$ cat config.mk
export PLATFORM = sky130hd
export DESIGN_NAME = tap_controller_ir
export DESIGN_NICKNAME = d
export VERILOG_FILES = /design/src/rtl/tap_controller_ir.sv
export SDC_FILE = /design/constraint.sdc
export NUM_CORES = 1
export LEC_CHECK = 0
export CAP_MARGIN = 15
export CORE_MARGIN = 2
export CORE_UTILIZATION = 35
export DETAILED_ROUTE_END_ITERATION = 8
export GPL_TIMING_DRIVEN = 0
export PLACE_DENSITY = 0.57
export SYNTH_ARGS = -nofsm -noshare
export SYNTH_HDL_FRONTEND = slang
export SYNTH_SLANG_ARGS = --single-unit
$ cat constraint.sdc
create_clock -name TCK -period 1.7 [get_ports TCK]
set_input_delay 0.51 -clock TCK [delete_from_list [all_inputs] [get_ports TCK]]
set_output_delay 0.51 -clock TCK [all_outputs]
set_load 0.01 [all_outputs]
$ cat src/rtl/tap_controller_ir.sv
// IEEE 1149.1 TAP controller with instruction register, BYPASS/IDCODE registers and a user-chain TDO mux.
// Define TAP_IDCODE_EN to include the IDCODE register and make IDCODE the reset instruction.
module tap_controller_ir #(
    parameter int          IR_WIDTH     = 4,
    parameter int          NUM_USER     = 2,
    parameter logic [31:0] IDCODE_VALUE = 32'h1234_5677
) (
    input  logic                TCK,
    input  logic                TRST,
    input  logic                TMS,
    input  logic                TDI,
    output logic                TDO,
    output logic                TDO_EN,
    output logic [3:0]          state_out,
    output logic [IR_WIDTH-1:0] IR_OUT,
    output logic [NUM_USER-1:0] USER_SEL,
    input  logic [NUM_USER-1:0] USER_TDO,
    output logic                CAPTUREDR,
    output logic                SHIFTDR,
    output logic                UPDATEDR,
    output logic                TLR
);
    typedef enum logic [3:0] {
        ST_TLR     = 4'hF,
        ST_RTI     = 4'hC,
        ST_SEL_DR  = 4'h7,
        ST_CAP_DR  = 4'h6,
        ST_SH_DR   = 4'h2,
        ST_EX1_DR  = 4'h1,
        ST_PAU_DR  = 4'h3,
        ST_EX2_DR  = 4'h0,
        ST_UPD_DR  = 4'h5,
        ST_SEL_IR  = 4'h4,
        ST_CAP_IR  = 4'hE,
        ST_SH_IR   = 4'hA,
        ST_EX1_IR  = 4'h9,
        ST_PAU_IR  = 4'hB,
        ST_EX2_IR  = 4'h8,
        ST_UPD_IR  = 4'hD
    } tap_state_e;

    localparam logic [IR_WIDTH-1:0] IR_BYPASS  = '1;
    localparam logic [IR_WIDTH-1:0] IR_IDCODE  = IR_WIDTH'(1);
    localparam logic [IR_WIDTH-1:0] IR_CAPTURE = IR_WIDTH'(1);
`ifdef TAP_IDCODE_EN
    localparam logic [IR_WIDTH-1:0] IR_RESET   = IR_IDCODE;
`else
    localparam logic [IR_WIDTH-1:0] IR_RESET   = IR_BYPASS;
`endif

    tap_state_e          state;
    logic [IR_WIDTH-1:0] ir_shift;
    logic                bypass_reg;
    logic                dr_tdo;
`ifdef TAP_IDCODE_EN
    logic [31:0]         idcode_reg;
`endif

    assign state_out = state;

    // Capture and shift act on the posedge that leaves the Capture/Shift state.
    always_ff @(posedge TCK or posedge TRST) begin
        if (TRST) begin
            state      <= ST_TLR;
            ir_shift   <= IR_CAPTURE;
            bypass_reg <= 1'b0;
`ifdef TAP_IDCODE_EN
            idcode_reg <= IDCODE_VALUE;
`endif
        end else begin
            // NOTE: non-blocking assignments keep every flop sampling pre-edge values regardless of statement order.
            case (state)
                ST_TLR:    state <= TMS ? ST_TLR    : ST_RTI;
                ST_RTI:    state <= TMS ? ST_SEL_DR : ST_RTI;
                ST_SEL_DR: state <= TMS ? ST_SEL_IR : ST_CAP_DR;
                ST_CAP_DR: begin
                    state      <= TMS ? ST_EX1_DR : ST_SH_DR;
                    bypass_reg <= 1'b0;
`ifdef TAP_IDCODE_EN
                    idcode_reg <= IDCODE_VALUE;
`endif
                end
                ST_SH_DR: begin
                    state      <= TMS ? ST_EX1_DR : ST_SH_DR;
                    bypass_reg <= TDI;
`ifdef TAP_IDCODE_EN
                    idcode_reg <= {TDI, idcode_reg[31:1]};
`endif
                end
                ST_EX1_DR: state <= TMS ? ST_UPD_DR : ST_PAU_DR;
                ST_PAU_DR: state <= TMS ? ST_EX2_DR : ST_PAU_DR;
                ST_EX2_DR: state <= TMS ? ST_UPD_DR : ST_SH_DR;
                ST_UPD_DR: state <= TMS ? ST_SEL_DR : ST_RTI;
                ST_SEL_IR: state <= TMS ? ST_TLR    : ST_CAP_IR;
                ST_CAP_IR: begin
                    state    <= TMS ? ST_EX1_IR : ST_SH_IR;
                    ir_shift <= IR_CAPTURE;
                end
                ST_SH_IR: begin
                    state    <= TMS ? ST_EX1_IR : ST_SH_IR;
                    ir_shift <= {TDI, ir_shift[IR_WIDTH-1:1]};
                end
                ST_EX1_IR: state <= TMS ? ST_UPD_IR : ST_PAU_IR;
                ST_PAU_IR: state <= TMS ? ST_EX2_IR : ST_PAU_IR;
                ST_EX2_IR: state <= TMS ? ST_UPD_IR : ST_SH_IR;
                ST_UPD_IR: state <= TMS ? ST_SEL_DR : ST_RTI;
                default:   state <= ST_TLR;
            endcase
        end
    end

    for (genvar k = 0; k < NUM_USER; k++) begin : g_user_sel
        assign USER_SEL[k] = (IR_OUT == IR_WIDTH'(k + 2));
    end

    always_comb begin
        // NOTE: default first so no path through this block leaves dr_tdo unassigned (no latch).
        dr_tdo = bypass_reg;
`ifdef TAP_IDCODE_EN
        if (IR_OUT == IR_IDCODE) dr_tdo = idcode_reg[0];
`endif
        for (int k = 0; k < NUM_USER; k++) begin
            if (USER_SEL[k]) dr_tdo = USER_TDO[k];
        end
    end

    // Falling-edge outputs give the user chains and the pins a half cycle of setup before the next posedge.
    always_ff @(negedge TCK or posedge TRST) begin
        if (TRST) begin
            IR_OUT    <= IR_RESET;
            TDO       <= 1'b0;
            TDO_EN    <= 1'b0;
            CAPTUREDR <= 1'b0;
            SHIFTDR   <= 1'b0;
            UPDATEDR  <= 1'b0;
            TLR       <= 1'b1;
        end else begin
            CAPTUREDR <= (state == ST_CAP_DR);
            SHIFTDR   <= (state == ST_SH_DR);
            UPDATEDR  <= (state == ST_UPD_DR);
            TLR       <= (state == ST_TLR);
            if (state == ST_TLR)         IR_OUT <= IR_RESET;
            else if (state == ST_UPD_IR) IR_OUT <= ir_shift;
            TDO_EN <= (state == ST_SH_IR) || (state == ST_SH_DR);
            if (state == ST_SH_IR)      TDO <= ir_shift[0];
            else if (state == ST_SH_DR) TDO <= dr_tdo;
        end
    end
endmodule

==> impl_results.md <==
* Syn Area/Cell at 10.8 um^2
* CP startpoint: IR_OUT[1]
* Final Power at roughly 3 mW
* Final Util at 60.2%
* Failing checks: negative setup slack
* Pleak at 0.706 nW
* Die height at 54.6 um
* Status: finished with violations
* Async S/R FF share, synth at 100%
* Largest net degree at the start of global routing at 20
* Worst min path class: flip-flop to flip-flop
* Total wire length at 2.13 mm
* Hold Violations, Final at 0
* Core ar. at about 2500 um^2
* RSZ-0062 raised after global routing: yes
* CP endpoint kind: primary output
* RR Endpoint: TDO
* PnR worst setup slack at -1.00 ns
* CP Max Fanout at 3
* Setup Skew at roughly 0.06 ns
* Clock sinks at 19
* Reg2Reg Depth at 3
* Vias in the first global route at 676
* Area leader, netlist: dfstp_2
* Hold-fix buffers, CTS at 0
* GPL Wtd Cong at 0.739
* Number of synthesized flops with an enable pin at 0
* Place WS at -1.11 ns
* Area of the mapped netlist at 895 um^2
* Maximum clock path buffer count at 2
* NetSw at 1.10 mW
* Final Instance Count excl. Fillers at 164
* Register area share after synthesis at 54.5%
* Peak VDD IR at 0.00112 V
* Initial DRC count at 6
* Critical path arrival at 2.19 ns
* Routed vias/inst at 4.71
* CTS tree: built
* Num ports at 22
* Area contributors post-synth: dfstp_2 29%, dfrtn_1 14%, dfrtp_1 11%, nand2_1 5.5%, o21ai_0 5.0%
* Initial antenna violation count at 0
* Post-Syn Nets at 89
* CP Launch Type: flip-flop
* Cell with the most instances after synthesis: nand2_1
* Switching share of power at 37.7%
* # nets final at 141
* Reg2Reg Launch Point: state_out[1]
* Setup_tns at -9.42 ns
* Slew @ Worst Pin at 0.407 ns
* Drt wl/cell at 13.0 um
* Total track usage at 15.9%
* Pint at 1.82 mW
* Hold Slack at around 0.50 ns
* Root buf cell: clkbuf_4
* Share of Yosys cell area claimed by the top area cell type at 29.4%
* Area grow syn2layout at 65.2%
* Worst path required time at about 1.2 ns
* Combinational Power Share at around three fifths
* DRC at 0
* Register share of total power at between 30% and 40%
* Clock share of power at 9.3%
* Post-synth top cells: 13 x nand2_1, 10 x dfstp_2, 9 x nor2_1, 9 x o21ai_0, 5 x dfrtn_1
* Setup slack, reg-to-reg at -0.28 ns
* Share of cells above drive strength 1 at 56.7%
* Relative slew slack at 72.8%
* Number of core rows at 18
* #FFs+latches synth at 19
* CTS Buf Count at 3
* P per Cell Area at between 1500 and 2000 nW/um^2
* Clock Latency Late Sink at 0.36 ns
* Final global-route overflow total at 0
* Post-Syn Instances at 83
* Max Cap Viol at 0
* CTS clock-pin slew for the worst setup and hold paths at 0.04 ns
* Die area at around 3000 um^2
* Post-route cell area at around 1500 um^2
* 1st-pass router iterations at 4
* Predominant post-synthesis flop cell: dfstp_2
* Slew Limit Fails at 0
* Die Wd at 54.6 um
* DP Area at roughly 1200 um^2
* DP Wirelength at 1.25 mm
* H-tree Lvls at 1
* Initial Util at ~36%
* Diodes inserted at 0
* Crit path kind: flip-flop to primary output
* Via Count at ~770
* Count of input and output buffers at 21
* Hold path depth at 2
* Antenna Nets Post-Route at 0
* Worst Hold Launch: IR_OUT[2]
* Yosys warns at 0
* Hold Path Sink: IR_OUT[2]
* Setup violators final at 22
* Distinct cells, synth at 28
* First-pass GRT wire length at 3.18 mm
* DP Cell Count at 134
-- power by group through the flow --
stage / sequential (mW) / clock [mW] / combinational (mW)
2_1_floorplan: 0.959 / 0.0219 / 0.684
3_3_place_gp: 0.910 / 0.0219 / 1.16
3_5_place_dp: 0.914 / 0.0219 / 1.17
4_1_cts: 0.892 / 0.284 / 1.44
5_1_grt: 0.932 / 0.313 / 1.89
6_report: 0.901 / 0.272 / 1.75
-- how the worst max path moves through the flow --
stage / to / slack (ns) / cells past startpoint
after floorplan: USER_SEL[1] / -0.61 / 2
after global placement: USER_SEL[0] / -1.10 / 3
after detailed placement: USER_SEL[0] / -1.11 / 3
after CTS: USER_SEL[0] / -1.02 / 3
after global routing: USER_SEL[0] / -1.06 / 3
final: USER_SEL[0] / -1.00 / 3
-- area by class of cell --
class | count | area (um^2)
well taps | 30 | 37.5
fillers | 227 | 977
clock inverters | 6 | 22.5
plain buffers | 4 | 52.6
flip-flops and latches | 19 | 488
repair buffers | 43 | 378
multi-input cells | 56 | 462
clock buffers | 3 | 22.5
inverters | 3 | 15.0
-- worst max-delay path: stages (launching register included) --
cell and delay [ns]:
dfstp_2 0.52, nor3b_4 0.20, nor2b_4 0.17, buf_6 0.10
-- repair_timing --
action	in CTS	in global routing
endpoints found under the setup margin	36	25
gates resized for setup	74	19
pin swaps	5	9
setup buffers	13	10
-- logic make-up after synthesis --
logic type,Yosys count,synth area share [%]
AOI/OAI and AO/OA,16,11.5
buffers and inverters,8,4.75
DFF,19,54.5
muxes,5,6.15
and+or+nand+nor,35,23.1
-- cells in the final DEF, fill, tap and decap left out, drive strengths merged, types with 4 or more instances in the layout --
cell type,count
buf,39
dfrtn,5
dfrtp,4
dfstp,10
inv,8
mux2,4
nand2,13
nor2,9
o21ai,9
-- metal layers --
metal	track usage [%]	part of all wire, %	vias to the layer above
met2	25.5	50	20
met3	2.73	4.1	4
met4	10.0	1.6	0
met1	19.7	44	361
li1	-	-	387
met5	0	0	-
(Power assumes the default switching activity.)
